$ cat src/rtl/switch_conditioner.sv
// Push-button front end: per-channel two-flop synchronizer, debounce counter and press/hold FSM.
// Build macro SWITCH_AUTO_REPEAT_EN adds auto-repeat press pulses while a channel is held.
module switch_conditioner #(
   parameter int g_NUM_SWITCHES   = 4,
   parameter int g_DEBOUNCE_LIMIT = 250000,
   parameter int g_HOLD_DELAY     = 75000000,
   parameter int g_REPEAT_DELAY   = 4166666
) (
   input  logic                      i_Clk,
   input  logic                      i_Reset,
   input  logic [g_NUM_SWITCHES-1:0] i_Switches,
   output logic [g_NUM_SWITCHES-1:0] o_Switches,
   output logic [g_NUM_SWITCHES-1:0] o_Press,
   output logic [g_NUM_SWITCHES-1:0] o_Release,
   output logic [g_NUM_SWITCHES-1:0] o_Hold,
   output logic [g_NUM_SWITCHES-1:0] o_Held
);

   // state  | meaning
   // S_UP   | debounced level released, waiting for an accepted press
   // S_DOWN | pressed, hold counter running toward g_HOLD_DELAY
   // S_HELD | hold event issued, o_Held high until release
   typedef enum logic [1:0] {
      S_UP   = 2'b00,
      S_DOWN = 2'b01,
      S_HELD = 2'b10
   } state_t;

   localparam int                c_DB_W     = $clog2(g_DEBOUNCE_LIMIT) + 1;
   localparam logic [c_DB_W-1:0] c_DB_MAX   = c_DB_W'(g_DEBOUNCE_LIMIT - 1);
   localparam logic [31:0]       c_HOLD_MAX = 32'(g_HOLD_DELAY - 1);
   localparam logic [31:0]       c_REP_MAX  = 32'(g_REPEAT_DELAY - 1);

   genvar gi;
   generate
      for (gi = 0; gi < g_NUM_SWITCHES; gi++) begin : g_ch
         logic [1:0]        r_sync;
         logic              r_deb;
         logic [c_DB_W-1:0] r_db_cnt;
         state_t            r_state;
         state_t            w_next;
         logic [31:0]       r_hold_cnt;
         logic              r_press;
         logic              r_release;
         logic              r_hold;
         logic              w_accept;
         logic              w_rise;
         logic              w_fall;
         logic              w_hold_hit;
         logic              w_repeat;
         logic              w_press_d;
         logic              w_release_d;
         logic              w_hold_d;

         // Events are decoded from the same condition that updates r_deb, so they line up with o_Switches.
         assign w_accept   = (r_sync[1] != r_deb) && (r_db_cnt == c_DB_MAX);
         assign w_rise     = w_accept & r_sync[1];
         assign w_fall     = w_accept & ~r_sync[1];
         assign w_hold_hit = (r_hold_cnt == c_HOLD_MAX);

         always_ff @(posedge i_Clk) begin
            if (i_Reset) begin
               r_sync   <= '0;
               r_deb    <= 1'b0;
               r_db_cnt <= '0;
            end else begin
               r_sync <= {r_sync[0], i_Switches[gi]};
               if (r_sync[1] == r_deb) begin
                  r_db_cnt <= '0;
               end else if (w_accept) begin
                  r_deb    <= r_sync[1];
                  r_db_cnt <= '0;
               end else begin
                  r_db_cnt <= r_db_cnt + c_DB_W'(1);
               end
            end
         end

         always_ff @(posedge i_Clk) begin
            if (i_Reset) begin
               r_state    <= S_UP;
               r_hold_cnt <= '0;
               r_press    <= 1'b0;
               r_release  <= 1'b0;
               r_hold     <= 1'b0;
            end else begin
               r_state   <= w_next;
               r_press   <= w_press_d;
               r_release <= w_release_d;
               r_hold    <= w_hold_d;
               // Cleared while up, counts while down, frozen (saturated) while held.
               if (r_state == S_UP) begin
                  r_hold_cnt <= '0;
               end else if (r_state == S_DOWN) begin
                  r_hold_cnt <= r_hold_cnt + 32'd1;
               end
            end
         end

         always_comb begin
            w_next = S_UP;
            case (r_state)
               S_UP:    w_next = w_rise ? S_DOWN : S_UP;
               S_DOWN: begin
                  if (w_fall) begin
                     w_next = S_UP;
                  end else if (w_hold_hit) begin
                     w_next = S_HELD;
                  end else begin
                     w_next = S_DOWN;
                  end
               end
               S_HELD:  w_next = w_fall ? S_UP : S_HELD;
               default: w_next = S_UP;
            endcase
         end

         always_comb begin
            w_press_d   = 1'b0;
            w_release_d = 1'b0;
            w_hold_d    = 1'b0;
            case (r_state)
               S_UP:   w_press_d = w_rise;
               S_DOWN: begin
                  w_release_d = w_fall;
                  w_hold_d    = ~w_fall & w_hold_hit;
               end
               S_HELD: begin
                  w_release_d = w_fall;
                  w_press_d   = w_repeat;
               end
               default: ;
            endcase
         end

`ifdef SWITCH_AUTO_REPEAT_EN
         logic [31:0] r_rep_cnt;

         assign w_repeat = ~w_fall && (r_rep_cnt == c_REP_MAX);

         always_ff @(posedge i_Clk) begin
            if (i_Reset || (r_state != S_HELD) || w_fall || w_repeat) begin
               r_rep_cnt <= '0;
            end else begin
               r_rep_cnt <= r_rep_cnt + 32'd1;
            end
         end
`else
         logic w_unused_rep;

         assign w_repeat     = 1'b0;
         assign w_unused_rep = ^c_REP_MAX;
`endif

         assign o_Switches[gi] = r_deb;
         assign o_Press[gi]    = r_press;
         assign o_Release[gi]  = r_release;
         assign o_Hold[gi]     = r_hold;
         assign o_Held[gi]     = (r_state == S_HELD);
      end
   endgenerate

endmodule

$ cat config.mk
export PLATFORM = sky130hd
export DESIGN_NAME = switch_conditioner
export DESIGN_NICKNAME = d
export VERILOG_FILES = /design/src/rtl/switch_conditioner.sv
export SDC_FILE = /design/constraint.sdc
export NUM_CORES = 1
export LEC_CHECK = 0
export CAP_MARGIN = 15
export CORE_UTILIZATION = 50
export CTS_CLUSTER_SIZE = 8
export DETAILED_ROUTE_END_ITERATION = 10
export PLACE_DENSITY_LB_ADDON = 0.08
export SKIP_CTS_REPAIR_TIMING = 1
export SLEW_MARGIN = 10
export SYNTH_ARGS = -nofsm -noshare
export SYNTH_HDL_FRONTEND = slang
export SYNTH_SLANG_ARGS = --single-unit
$ cat constraint.sdc
create_clock -name i_Clk -period 2.2 [get_ports i_Clk]
set_clock_uncertainty 0.1 [all_clocks]
set_input_delay 0.33 -clock i_Clk [delete_from_list [all_inputs] [get_ports i_Clk]]
set_output_delay 0.33 -clock i_Clk [all_outputs]
set_load 0.01 [all_outputs]
==> reports/qor.txt, run 1 <==
Die Y: 153 um
Mean instance size in the synthesized netlist: 8.58 um^2
Hold Crit Depth: 2
Data required time at the worst endpoint: 2530 ps
Synth Net Count: 1361
Kind of critical path: flip-flop to flip-flop
Worst R2R Start: g_ch[3].r_hold_cnt[1]
Sinks on Clock Net: 236
Buffers and inverters on the worst path: 1
Dominant cell type by area after synthesis: sky130_fd_sc_hd__dfxtp_1
Clk_lat worst skew: 500 ps
Sequential share of the synthesized area: 41.4%
Met3 layer usage reported by global route: 3.52%
Remaining antenna violation count after routing: 0
Number of nets in the finished design: 1428
End of the critical path: g_ch[3].r_hold_cnt[26]
Register-to-register setup slack: 90 ps
Total vias in the final route: 9902
Kind of end point of the critical path: flip-flop
Overflow after GRT: 0
Share of cells above drive strength 1: 10.7%
Cell with the largest stage delay on the worst path: sky130_fd_sc_hd__or4_1
Via-per-instance ratio: 5.90
Post-synth top area share: 41.4%
Worst setup path startpoint: g_ch[3].r_hold_cnt[1]
Layout overhead on the synthesized area: 16.3%
Total Neg Setup Slack: 0 ps
Cell area after synthesis: 0.0114 mm^2
Antenna fix cells: 0
Critical path's most frequent cell: sky130_fd_sc_hd__or4_1
Violation count after the first detailed-route iteration: 669
Half-perimeter wire length of the detailed placement result: 17600 um
Power density over the cells: 680 mW/mm^2
Fmax: 474 MHz
Standard-cell row count: 54
Number of instances in the synthesized netlist: 1331
Most Used Layer, Global Route: met2
Instance count on the critical path: 6
Hold Violations, Final: 0
Max-slew violation count: 0
Shortest clock period the worst path allows after layout: 2110 ps
Die X-Extent: 153 um
Met1 global-route usage: 30.0%
TritonCTS clock tree: yes
Number of synthesis warnings: 0
Largest driver fanout on the critical path: 16
Setup violation total in the final timing report: 0
Global-route wire length before repair: 44300 um
Logic depth of the worst register-to-register path: 6
WL final: 25600 um
Maximum cell stage delay along the critical path: 470 ps
Commonest register cell after synthesis: sky130_fd_sc_hd__dfxtp_1
Largest net degree at the start of global routing: 33
Share of async-settable or async-resettable flops after synthesis: 0%
Worst slew pin tran: 598 ps
Vias in the first global route: 9367
Per-cell routed wire length: 15.2 um
DRC violations left: 0
LEAKAGE: 4.14 nW
Starting utilization of the core area: 51.7%
Critical Path AT: 2440 ps
List of cells traversed by the critical path: ha_4 > nand3_1 > or4_1 > buf_4 > or4_1 > a21oi_1
Crit start category: flip-flop
Slew headroom: 60.1%
Hold WC Path Type: input pin to flip-flop
IO Count: 26
Count of different cell masters after synthesis: 54
Initial antenna violation count: 0
Clock Pin Slew Worst Setup and Hold Paths: 50 ps
Worst R2R End: g_ch[3].r_hold_cnt[26]
Maximum vdd ir drop: 610 uV
Clock root buffer: sky130_fd_sc_hd__clkbuf_16
Result of the run: finished clean
Core Footprint: 0.0221 mm^2
Maxcap violations: 0
Number of synthesized register bits: 236
Tcrit/Tclk final: 96.0%
Detailed-routing iteration count for the pre-antenna-repair pass: 5
Clock Path Buffers: 3
Port bufs: 25
H-tree depth: 2
Cell family with most CP delay: simple AND/OR/NAND/NOR gates
Number of clock buffers inserted by TritonCTS: 35
Die area: 0.0234 mm^2
EDFF count, synth: 0
Util after Layout: 60.1%
Placer's final routability congestion estimate: 0.855
Met2 Usage GRT: 36.1%
Total Routing Usage GR: 22.2%
Synth top area cells: sky130_fd_sc_hd__dfxtp_1 (41%), sky130_fd_sc_hd__nor2_1 (4.2%), sky130_fd_sc_hd__xor2_1 (3.8%)
worst min-delay path by stage:
stage / startpoint / endpoint
3_3_place_gp: g_ch[2].r_sync[0] / g_ch[2].r_sync[1]
6_report: i_Reset / g_ch[1].r_sync[1]
4_1_cts: i_Reset / g_ch[1].r_sync[1]
2_1_floorplan: g_ch[0].r_sync[0] / g_ch[0].r_sync[1]
3_5_place_dp: g_ch[2].r_sync[0] / g_ch[2].r_sync[1]
5_1_grt: i_Reset / g_ch[1].r_sync[1]
per-stage QoR:
step	total power [W]	hold WS, ps	worst slack (ps)	cell area (um^2)	cells
after floorplan	0.00442	314	-26.8	11400	1331
after detailed placement	0.00445	329	76.1	12200	1636
final	0.00902	243	88.4	13300	1678
after global placement	0.00445	331	75.8	12200	1636
after global routing	0.00933	280	-6.63	13300	1678
after CTS	0.00915	234	27.5	13200	1673
worst reg2reg max path, stage by stage (launching register included):
cell,delay (ps)
sky130_fd_sc_hd__dfxtp_1,400
sky130_fd_sc_hd__ha_4,180
sky130_fd_sc_hd__nand3_1,110
sky130_fd_sc_hd__or4_1,430
sky130_fd_sc_hd__buf_4,200
sky130_fd_sc_hd__or4_1,470
sky130_fd_sc_hd__a21oi_1,150
per-layer routing:
metal	up-vias	part of all wire, %
met3	44	3.9
met2	175	46
met4	0	1.7
met5	-	0
li1	5040	-
met1	4643	49
cells in the final DEF, fill, tap and decap left out, types with 4 or more instances in the layout:
cell,Yosys,final
sky130_fd_sc_hd__a21oi_1,82,80
sky130_fd_sc_hd__a31oi_1,6,6
sky130_fd_sc_hd__a41o_1,5,5
sky130_fd_sc_hd__and2_1,9,9
sky130_fd_sc_hd__and3_1,16,16
sky130_fd_sc_hd__and4_1,27,27
sky130_fd_sc_hd__buf_12,0,4
sky130_fd_sc_hd__buf_4,18,69
sky130_fd_sc_hd__clkbuf_16,0,35
sky130_fd_sc_hd__clkdlybuf4s50_1,0,22
sky130_fd_sc_hd__dfxtp_1,236,233
sky130_fd_sc_hd__ha_1,24,22
sky130_fd_sc_hd__inv_1,31,30
sky130_fd_sc_hd__mux2i_1,15,15
sky130_fd_sc_hd__nand2_1,89,89
sky130_fd_sc_hd__nand2b_1,7,7
sky130_fd_sc_hd__nand3_1,79,78
sky130_fd_sc_hd__nand4_1,66,66
sky130_fd_sc_hd__nor2_1,129,129
sky130_fd_sc_hd__nor2b_1,10,10
sky130_fd_sc_hd__nor3_1,34,34
sky130_fd_sc_hd__nor4_1,33,32
sky130_fd_sc_hd__nor4b_1,25,25
sky130_fd_sc_hd__o21ai_0,41,41
sky130_fd_sc_hd__o31ai_1,40,40
sky130_fd_sc_hd__o41ai_1,7,7
sky130_fd_sc_hd__or2_2,10,10
sky130_fd_sc_hd__or3_1,47,47
sky130_fd_sc_hd__or4_1,54,50
sky130_fd_sc_hd__or4_4,1,5
sky130_fd_sc_hd__xnor2_1,47,47
sky130_fd_sc_hd__xor2_1,49,49
power by group:
| part | internal, W | leakage [nW] | switching [W] | total, W |
|---|---|---|---|---|
| clock network | 0.00290 | 0.450 | 0.00175 | 0.00466 |
| logic | 0.0000280 | 1.78 | 0.0000409 | 0.0000688 |
| registers | 0.00429 | 1.90 | 0.00000607 | 0.00430 |
| total | 0.00722 | 4.14 | 0.00180 | 0.00902 |
Yosys cell counts, drive strengths merged (44+ instances only):
cell,n
a21oi,82
or4,55
nor2,129
nand2,89
xnor2,47
nand4,67
or3,47
xor2,49
o21ai,45
dfxtp,236
clkbuf,44
nand3,79
state kept, by name, indices dropped and copies added, names as in the netlist:
| name | count |
|---|---|
| g_ch.r_press | 4 |
| g_ch.r_db_cnt | 76 |
| g_ch.r_deb | 4 |
| g_ch.r_state | 8 |
| g_ch.r_hold_cnt | 128 |
| g_ch.r_sync | 8 |
| g_ch.r_hold | 4 |
| g_ch.r_release | 4 |
cell families after synthesis:
group,Yosys count,synth area share [%]
muxes,15,1.32
AOI/OAI and AO/OA,199,10.7
adders and majority gates,24,2.63
and+or+nand+nor,659,32.5
xor gates and xnor gates,96,7.37
DFF,236,41.4
buffers and inverters,102,4.07
cell type report:
type | instances | area (um^2)
Clock buffer | 35 | 876
Clock inverter | 2 | 38.8
Tap cell | 280 | 350
Multi-Input combinational cell | 993 | 6290
Sequential cell | 236 | 4730
Timing Repair Buffer | 101 | 880
Fill cell | 1982 | 8820
Inverter | 31 | 116
No activity file was read; power rests on OpenSTA's default activity.
==> run 2, diff against run 1 <==
Settings changed: HOLD_SLACK_MARGIN set to 0.06, SETUP_SLACK_MARGIN set to 0.05.
==> run 2 against run 1 <==
  * Clock power up 1%
  * Cell area up 0.46%
  * Worst setup slack better by 17 ps
  * Sequential power about the same
  * Cell count up 0.18%
  * Core utilization up 0.28 points
  * Wire length up 1.2%
  * Critical path depth down 1
  * Worst hold slack worse by 49 ps
  * Via count up 0.42%
  * First-iteration DRC count down 4.5%
  * Critical path type unchanged
  * Critical endpoint is now g_ch[3].r_hold_cnt[28]
  * Largest cell class unchanged
  * Highest routed layer unchanged
==> reports/qor.txt, run 2 (synthesis results as in run 1) <==
Most frequent standard cell in the layout excluding fill and tap cells: sky130_fd_sc_hd__dfxtp_1
Port bufs: 25 (unchanged)
Register containing the most flip-flops in the final layout: g_ch.r_hold_cnt
H-tree depth: 2 (unchanged)
Initial antenna violation count: 0 (unchanged)
Die Y: 153 um (unchanged)
Clk_lat worst skew: 500 ps (about the same)
Power density over the cells: 680 mW/mm^2 (about the same)
Slew headroom: 63.3% (+3.2 points)
Commonest non-fill, non-tap cells in the layout: sky130_fd_sc_hd__dfxtp_1 (224), sky130_fd_sc_hd__nor2_1 (129), sky130_fd_sc_hd__nand2_1 (89)
Placer's final routability congestion estimate: 0.866 (+1.2%)
Crit start category: flip-flop
Filler cell count: 1944 (-1.9%)
Kind of critical path: flip-flop to flip-flop
Starting utilization of the core area: 51.7% (unchanged)
LEAKAGE: 4.15 nW (+0.26%)
DRC violations left: 0 (unchanged)
Clock Path Buffers: 3 (unchanged)
Maxcap violations: 0 (unchanged)
Remaining antenna violation count after routing: 0 (unchanged)
Design Power: 0.00907 W (+0.54%)
Sinks on Clock Net: 236 (unchanged)
Vias in the first global route: 9323 (-0.47%)
Cell family with most CP delay: simple AND/OR/NAND/NOR gates
Cell with the largest stage delay on the worst path: sky130_fd_sc_hd__or4_1
List of cells traversed by the critical path: nand4_1 > or4_1 > buf_4 > or4_1 > a21oi_1
Core Footprint: 0.0221 mm^2 (unchanged)
RSZ-0062 raised after global routing: true
Critical Path AT: 2430 ps (about the same)
Antenna fix cells: 0 (unchanged)
Worst slew pin tran: 545 ps (-53.3 ps)
Largest net degree at the start of global routing: 33 (unchanged)
Detailed-routing iteration count for the pre-antenna-repair pass: 7 (+2)
Total Neg Setup Slack: 0 ps (unchanged)
Number of nets in the finished design: 1429 (+0.070%)
Tcrit/Tclk final: 95.2% (-0.76 points)
Total Routing Usage GR: 22.0% (-0.14 points)
Kind of end point of the critical path: flip-flop
Half-perimeter wire length of the detailed placement result: 17700 um (+0.66%)
Hold WC Path Type: input pin to flip-flop
Critical path's most frequent cell: sky130_fd_sc_hd__or4_1
Shortest clock period the worst path allows after layout: 2090 ps (-16.8 ps)
Layout overhead on the synthesized area: 16.9%
Result of the run: finished clean
Share of cells above drive strength 1: 12.0% (+1.3 points)
Die X-Extent: 153 um (unchanged)
Standard-cell row count: 54 (unchanged)
Clock root buffer: sky130_fd_sc_hd__clkbuf_16
Per-cell routed wire length: 15.4 um (+1.1%)
Buffers and inverters on the worst path: 1 (unchanged)
Global-route wire length before repair: 43900 um (-0.98%)
Worst hold margin: 194 ps (-48.9 ps)
IO Count: 26 (unchanged)
TritonCTS clock tree: yes
Largest driver fanout on the critical path: 16 (unchanged)
Violation count after the first detailed-route iteration: 639 (-4.5%)
Overflow after GRT: 0 (unchanged)
Total vias in the final route: 9944 (+0.42%)
Number of clock buffers inserted by TritonCTS: 35 (unchanged)
Hold Violations, Final: 0 (unchanged)
Clock Pin Slew Worst Setup and Hold Paths: 50 ps (about the same)
Setup violation total in the final timing report: 0 (unchanged)
Die area: 0.0234 mm^2 (unchanged)
Regs by FF count: g_ch.r_hold_cnt x128, g_ch.r_db_cnt x76
Fmax: 477 MHz (+0.80%)
Maximum cell stage delay along the critical path: 550 ps (+80 ps)
Data required time at the worst endpoint: 2530 ps (about the same)
WL final: 25900 um (+1.2%)
Max-slew violation count: 0 (unchanged)
Maximum vdd ir drop: 603 uV (-1.2%)
Via-per-instance ratio: 5.92 (+0.24%)
Max FFs per register: 128 (unchanged)
[run 2: metrics by stage]
stage	cells	area (um^2)	setup WS (ps)	util, %
2_1_floorplan	1331	11500	24.8	-
3_3_place_gp	1639	12300	91.4	55.5
3_5_place_dp	1639	12300	83.1	55.5
4_1_cts	1678	13200	37.0	59.8
5_1_grt	1681	13300	-25.7	60.4
6_report	1681	13300	105	60.4
[run 2: layer usage]
metal  GRT usage (%)  routed length, um  vias up
li1                -                  -     5050
met1            29.7              12500     4698
met2            36.1              11900      162
met3            3.52               1040       34
met4            6.69                407        0
met5               0                  0        -
[run 2: path summary, 6_finish.rpt]
path	startpoint	endpoint	slack [ps]	depth (start not counted)
worst max register to register	g_ch[3].r_hold_cnt[8]	g_ch[3].r_hold_cnt[28]	110	5
worst min register to register	g_ch[2].r_sync[0]	g_ch[2].r_sync[1]	330	1
worst min-delay path	i_Reset	g_ch[1].r_sync[1]	190	2
worst max-delay path	g_ch[3].r_hold_cnt[8]	g_ch[3].r_hold_cnt[28]	110	5
[run 2: final cells by class]
cell class	instances	area [um^2]	area share [%]
clock inverters	1	5.00	0.0375
multi-input cells	994	6330	47.5
flip-flops and latches	236	4740	35.5
inverters	31	116	0.872
repair buffers	101	866	6.49
clock buffers	38	930	6.97
well taps	280	350	2.63
[run 2: power breakdown]
group	total, W	internal, W	switching [W]	leakage [nW]
Clock	0.00471	0.00293	0.00177	0.461
Sequential	0.00430	0.00429	0.00000603	1.91
Combinational	0.0000661	0.0000273	0.0000388	1.78
Total	0.00907	0.00726	0.00182	4.15
[run 2: worst reg2reg max path, delay by kind of cell (launching register included)]
family / cells / cell delay [ps]
flip-flops: 1 / 370
AND/OR/NAND/NOR: 3 / 1200
AO/OA/AOI/OAI: 1 / 140
buffers and inverters: 1 / 210
